`config.mk`:
```
export PLATFORM = sky130hd
export DESIGN_NAME = card_frame_encoder
export DESIGN_NICKNAME = d
export VERILOG_FILES = /design/src/rtl/card_frame_encoder.sv
export SDC_FILE = /design/constraint.sdc
export NUM_CORES = 1
export LEC_CHECK = 0
export ABC_AREA = 1
export BUFFER_PORTS_ARGS = -buffer_cell sky130_fd_sc_hd__buf_4
export CAP_MARGIN = 20
export CORE_MARGIN = 2
export CORE_UTILIZATION = 45
export DETAILED_ROUTE_END_ITERATION = 8
export PLACE_DENSITY = 0.73
export SETUP_SLACK_MARGIN = 0.1
export SYNTH_ARGS = -nofsm -noshare
export SYNTH_HDL_FRONTEND = slang
export SYNTH_SLANG_ARGS = --single-unit
```
`constraint.sdc`:
```
create_clock -name clk -period 3.7 [get_ports clk]
set_clock_uncertainty 0.05 [all_clocks]
set_input_delay 0.37 -clock clk [delete_from_list [all_inputs] [get_ports clk]]
set_output_delay 0.37 -clock clk [all_outputs]
set_load 0.02 [all_outputs]
```
`src/rtl/card_frame_encoder.sv`:
```
// Queues START/DEAL/FIN game events per player and streams them as checksummed byte frames into the uart TX FIFO.
// Latency: request in cycle N -> SOF written in N+2; back-pressure via tx_full holds the current byte and state.
module card_frame_encoder #(
    parameter int          NUM_PLAYERS    = 2,
    parameter int          CARDS_PER_HAND = 8,
    parameter int          CARD_W         = 4,
    parameter logic [7:0]  SOF            = 8'hA5,
    localparam int         PID_W          = (NUM_PLAYERS > 1) ? $clog2(NUM_PLAYERS) : 1,
    localparam int         CNT_W          = $clog2(CARDS_PER_HAND + 1)
) (
    input  logic                             clk,
    input  logic                             rst,
    input  logic                             start_req,
    input  logic                             deal_req,
    input  logic                             fin_req,
    input  logic [PID_W-1:0]                 player_id,
    input  logic [CARDS_PER_HAND*CARD_W-1:0] hand_cards,
    input  logic [CNT_W-1:0]                 hand_count,
    input  logic                             tx_full,
    output logic                             wr_uart,
    output logic [7:0]                       w_data,
    output logic                             busy,
    output logic                             dropped
);

    typedef enum logic [2:0] {S_IDLE, S_SOF, S_HDR, S_LEN, S_PAY, S_CHK} state_t;

    localparam logic [CNT_W-1:0] MAX_LEN = CNT_W'(CARDS_PER_HAND);
    localparam logic [CNT_W-1:0] ONE     = CNT_W'(1);

    state_t                            state, state_nxt;
    logic [2:0]                        flags;   // bit0 START, bit1 DEAL, bit2 FIN
    logic [PID_W-1:0]                  ids [3];
    logic [3:0]                        cur_type;
    logic [PID_W-1:0]                  cur_id;
    logic [CNT_W-1:0]                  cur_len;
    logic [CNT_W-1:0]                  idx;
    logic [CARDS_PER_HAND*CARD_W-1:0]  hand_q;
    logic [7:0]                        chk;
    logic [2:0]                        req, grant, accept;
    logic                              wr;

    assign req     = {fin_req, deal_req, start_req};
    // A flag being cleared by the grant on this edge can take a new request.
    assign accept  = req & (~flags | grant);
    assign wr_uart = wr & ~rst;
    assign busy    = (state != S_IDLE) || (|flags);

    always_comb begin
        state_nxt = state;
        wr        = 1'b0;
        w_data    = 8'h00;
        grant     = 3'b000;
        case (state)
            S_IDLE: begin
                if (flags[0])      grant = 3'b001;
                else if (flags[1]) grant = 3'b010;
                else if (flags[2]) grant = 3'b100;
                if (|flags) state_nxt = S_SOF;
            end
            S_SOF: begin
                w_data = SOF;
                wr     = ~tx_full;
                if (wr) state_nxt = S_HDR;
            end
            S_HDR: begin
                w_data = {cur_type, 4'(cur_id)};
                wr     = ~tx_full;
                if (wr) state_nxt = S_LEN;
            end
            S_LEN: begin
                w_data = 8'(cur_len);
                wr     = ~tx_full;
                if (wr) state_nxt = (cur_len != '0) ? S_PAY : S_CHK;
            end
            S_PAY: begin
                w_data = 8'(hand_q[int'(idx)*CARD_W +: CARD_W]);
                wr     = ~tx_full;
                if (wr && idx == cur_len - ONE) state_nxt = S_CHK;
            end
            S_CHK: begin
                w_data = chk;
                wr     = ~tx_full;
                if (wr) state_nxt = S_IDLE;
            end
            default: state_nxt = S_IDLE;
        endcase
    end

    always_ff @(posedge clk) begin
        if (rst) begin
            state    <= S_IDLE;
            flags    <= 3'b000;
            for (int i = 0; i < 3; i++) ids[i] <= '0;
            cur_type <= 4'h0;
            cur_id   <= '0;
            cur_len  <= '0;
            idx      <= '0;
            hand_q   <= '0;
            chk      <= 8'h00;
            dropped  <= 1'b0;
        end else begin
            state   <= state_nxt;
            flags   <= req | (flags & ~grant);
            dropped <= |(req & flags & ~grant);
            for (int i = 0; i < 3; i++) begin
                if (accept[i]) ids[i] <= player_id;
            end
            if (|grant) begin
                cur_type <= grant[0] ? 4'h1 : (grant[1] ? 4'h2 : 4'h3);
                cur_id   <= grant[0] ? ids[0] : (grant[1] ? ids[1] : ids[2]);
                cur_len  <= grant[1] ? ((hand_count > MAX_LEN) ? MAX_LEN : hand_count) : '0;
                hand_q   <= hand_cards;
                idx      <= '0;
                chk      <= 8'h00;
            end
            if (wr) begin
                if (state == S_HDR || state == S_LEN || state == S_PAY) chk <= chk ^ w_data;
                if (state == S_PAY) idx <= idx + ONE;
            end
        end
    end

endmodule

```
==> metrics <==
status complete, no violations; VDD IR-drop max roughly 0.31 mV; cell internal pwr 1.492 mW; Max Cap Viol 0; clock-pin slew on the worst setup and hold paths approximately 0.070 ns; count of pins over their slew limit 0; full die area between 7000 and 8000 um^2; dominant cell type by area after synthesis dfxtp_1; flops & latches, synth 61; Slew Limit Headroom about 50%; DRC viols 0; gpl congestion around 0.91; total core area 6681 um^2; wire per inst 12.42 um; CP Capture Type output port; Detail Route Antenna Nets 0; WS Path Type register to output port; CTS tree built; final wirelength roughly 7200 um; total CTS buffers 9; CTS Sinks between 60 and 70; Post-Syn Area per Cell approximately 6.8 um^2; Cell Area, Synth between 3000 and 4000 um^2; arrival time at the worst endpoint ~2.1 ns; global-route wire length before repair about 12000 um; DRT iter0 DRCs 176; layout cells sized above 1 ~17%; startpoint types register; clock root buffer clkbuf_8; io pins between 50 and 60; CP required roughly 3.3 ns; Vias around 2.9k; largest net degree at the start of global routing 72; Die Y between 80 and 90 um; GRT Util Overall between 20% and 30%; Synth top area share a little under two fifths; FP Rows 30; starting density of the core a little under half; Cell variety after synth 31; post-synth net total between 400 and 500; RSZ-0062 raised after global routing no; Hold Crit Class input port to register; # nets final 540; placed cell areas around 3400 um^2; number of diodes 0; Yosys warnings 0; Net Sw Power about 1.1 mW; setup TNS 0 ns; Synth Instances 451; clock share of power about 22%; CTS Buffer Depth 2; area grow syn2layout 18.94%; postcts setup bufs 0; vias per cell between 5 and 6; worst skew pair latency about 0.34 ns; final setup vio count 0; vias in the first global route between 2k and 3k; HPWL after DPL between 5000 and 6000 um; switching share of power between 40% and 50%; Cell Pwr Density about 700 nW/um^2; Max FO, Critical Path 24; final cycle utilization of the critical path 68.26%; Hold Vio Cnt, Final 0; Lkg Pwr approximately 1.6 nW; initial antenna violation count 0; Die X roughly 86 um; FMAX about 400 MHz; Fill cells 660; sequential share of power a little under two fifths; combinational power share 41.4%; register area share after synthesis around two fifths; final instance area 3630 um^2; CTS resizes 0; GRT overflow 0; Slew @ Worst Pin roughly 0.75 ns; H-tree depth 3; Synth area leaders dfxtp_1, nand2_1, a21oi_1, inv_1, nand3_1; Post-CTS Hold Fix Bufs 0; DR pass1 iterations 4; PortBufs 53; minimum clock period after layout about 2.5 ns
==> sequential cells by signal (all words and copies together), names as in the netlist <==
register  count
chk           8
cur_len       4
dropped       1
flags         3
idx           4
state         3
hand_q       32
cur_type      2
cur_id        1
ids           3
==> power by group through the flow <==
stage                     registers, mW  clock network [mW]  logic, mW
after floorplan                   0.921                   0      0.839
after global placement            0.943                   0       1.03
after detailed placement          0.948                   0       1.05
after CTS                         0.935               0.567       1.06
after global routing              0.955               0.597       1.21
final                             0.935               0.557       1.05
==> worst max-delay path, cell delays in order, from the launching register on <==
cell     delay [ns]
dfxtp_1        0.81
inv_2          0.26
nand2_1        0.14
nand3_1        0.08
nand3_1        0.11
nand3_1        0.09
nand2_1        0.13
buf_4          0.16
==> synthesized netlist by cell type <==
library cell   n
nand2_1       85
inv_1         63
dfxtp_1       58
a21oi_1       49
nand3_1       47
nor2_1        46
o21ai_0       42
buf_2         10
clkbuf_1       7
inv_2          7
edfxtp_1       3
nand2_2        3
nor2_2         3
nor2_4         3
o22ai_1        3
a211oi_1       2
buf_6          2
clkbuf_2       2
ha_1           2
nand3b_1       2
o211ai_1       2
a31oi_1        1
nand2_4        1
nand4_1        1
nor3_2         1
o2111ai_1      1
o22ai_2        1
o31ai_1        1
or2_0          1
xnor2_1        1
xor2_1         1
==> area by class of cell <==
class                           count  area (um^2)  share of cell area, %
Clock inverter                      6        53.80                  1.482
Clock buffer                       10        127.6                  3.516
Inverter                           70        262.8                  7.239
Timing Repair Buffer               54        405.4                  11.17
Tap cell                           80        100.1                  2.758
Sequential cell                    61         1251                  34.47
Multi-Input combinational cell    299         1429                  39.37
==> cell families (layout without fill, tap and decap cells) <==
group	Yosys count	after routing	synth area share, %
xor+xnor	2	2	0.5741
buf+inv	91	140	12.18
flops	61	61	41.00
compound gates	102	102	17.67
simple gates	193	193	27.76
fa+ha+maj	2	2	0.8199
==> placed cells by master (no fill, tap or decap) <==
cell / instances
nand2_4: 1
a31oi_1: 1
clkbuf_1: 1
nand2_2: 3
nor2_1: 46
nand3_1: 47
nor3_2: 1
or2_0: 1
o2111ai_1: 1
inv_1: 63
o211ai_1: 2
nand3b_1: 2
o22ai_1: 3
a21oi_1: 49
o31ai_1: 1
a211oi_1: 2
nor2_2: 3
clkinv_2: 4
xnor2_1: 1
nor2_4: 3
inv_2: 7
nand4_1: 1
clkinv_1: 1
ha_1: 2
clkbuf_8: 9
o22ai_2: 1
dfxtp_1: 58
o21ai_0: 42
nand2_1: 85
xor2_1: 1
buf_4: 54
edfxtp_1: 3
bufinv_16: 1
==> routing by layer <==
layer  routed length (um)  vias to the layer above  track usage, %
li1                     -                     1535               -
met1                 3301                     1319           25.77
met2                 3437                       66           34.20
met3                  372                       10           5.619
met4                   94                        0           5.682
met5                    0                        -               0
==> final timing paths <==
check           start        end  slack, ns  cells past startpoint
max            idx[0]  w_data[3]       1.17                      7
min          deal_req   flags[1]       0.20                      3
max reg2reg    idx[0]   state[1]       1.69                     10
min reg2reg    chk[7]     chk[7]       0.39                      2
==> metrics by stage <==
| stage | cells | power [mW] | hold slack (ns) | setup slack [ns] | util [%] |
|---|---|---|---|---|---|
| 6_report | 580 | 2.546 | 0.2005 | 1.175 | 54.33 |
| 5_1_grt | 580 | 2.757 | 0.2204 | 0.9766 | 54.33 |
| 4_1_cts | 580 | 2.561 | 0.1971 | 1.180 | 54.33 |
| 3_5_place_dp | 564 | 2.000 | 0.3776 | 1.566 | 51.61 |
| 3_3_place_gp | 564 | 1.975 | 0.3743 | 1.645 | 51.61 |
| 2_1_floorplan | 451 | 1.760 | 0.3648 | 2.059 | - |
No activity file was read; power rests on OpenSTA's default activity.
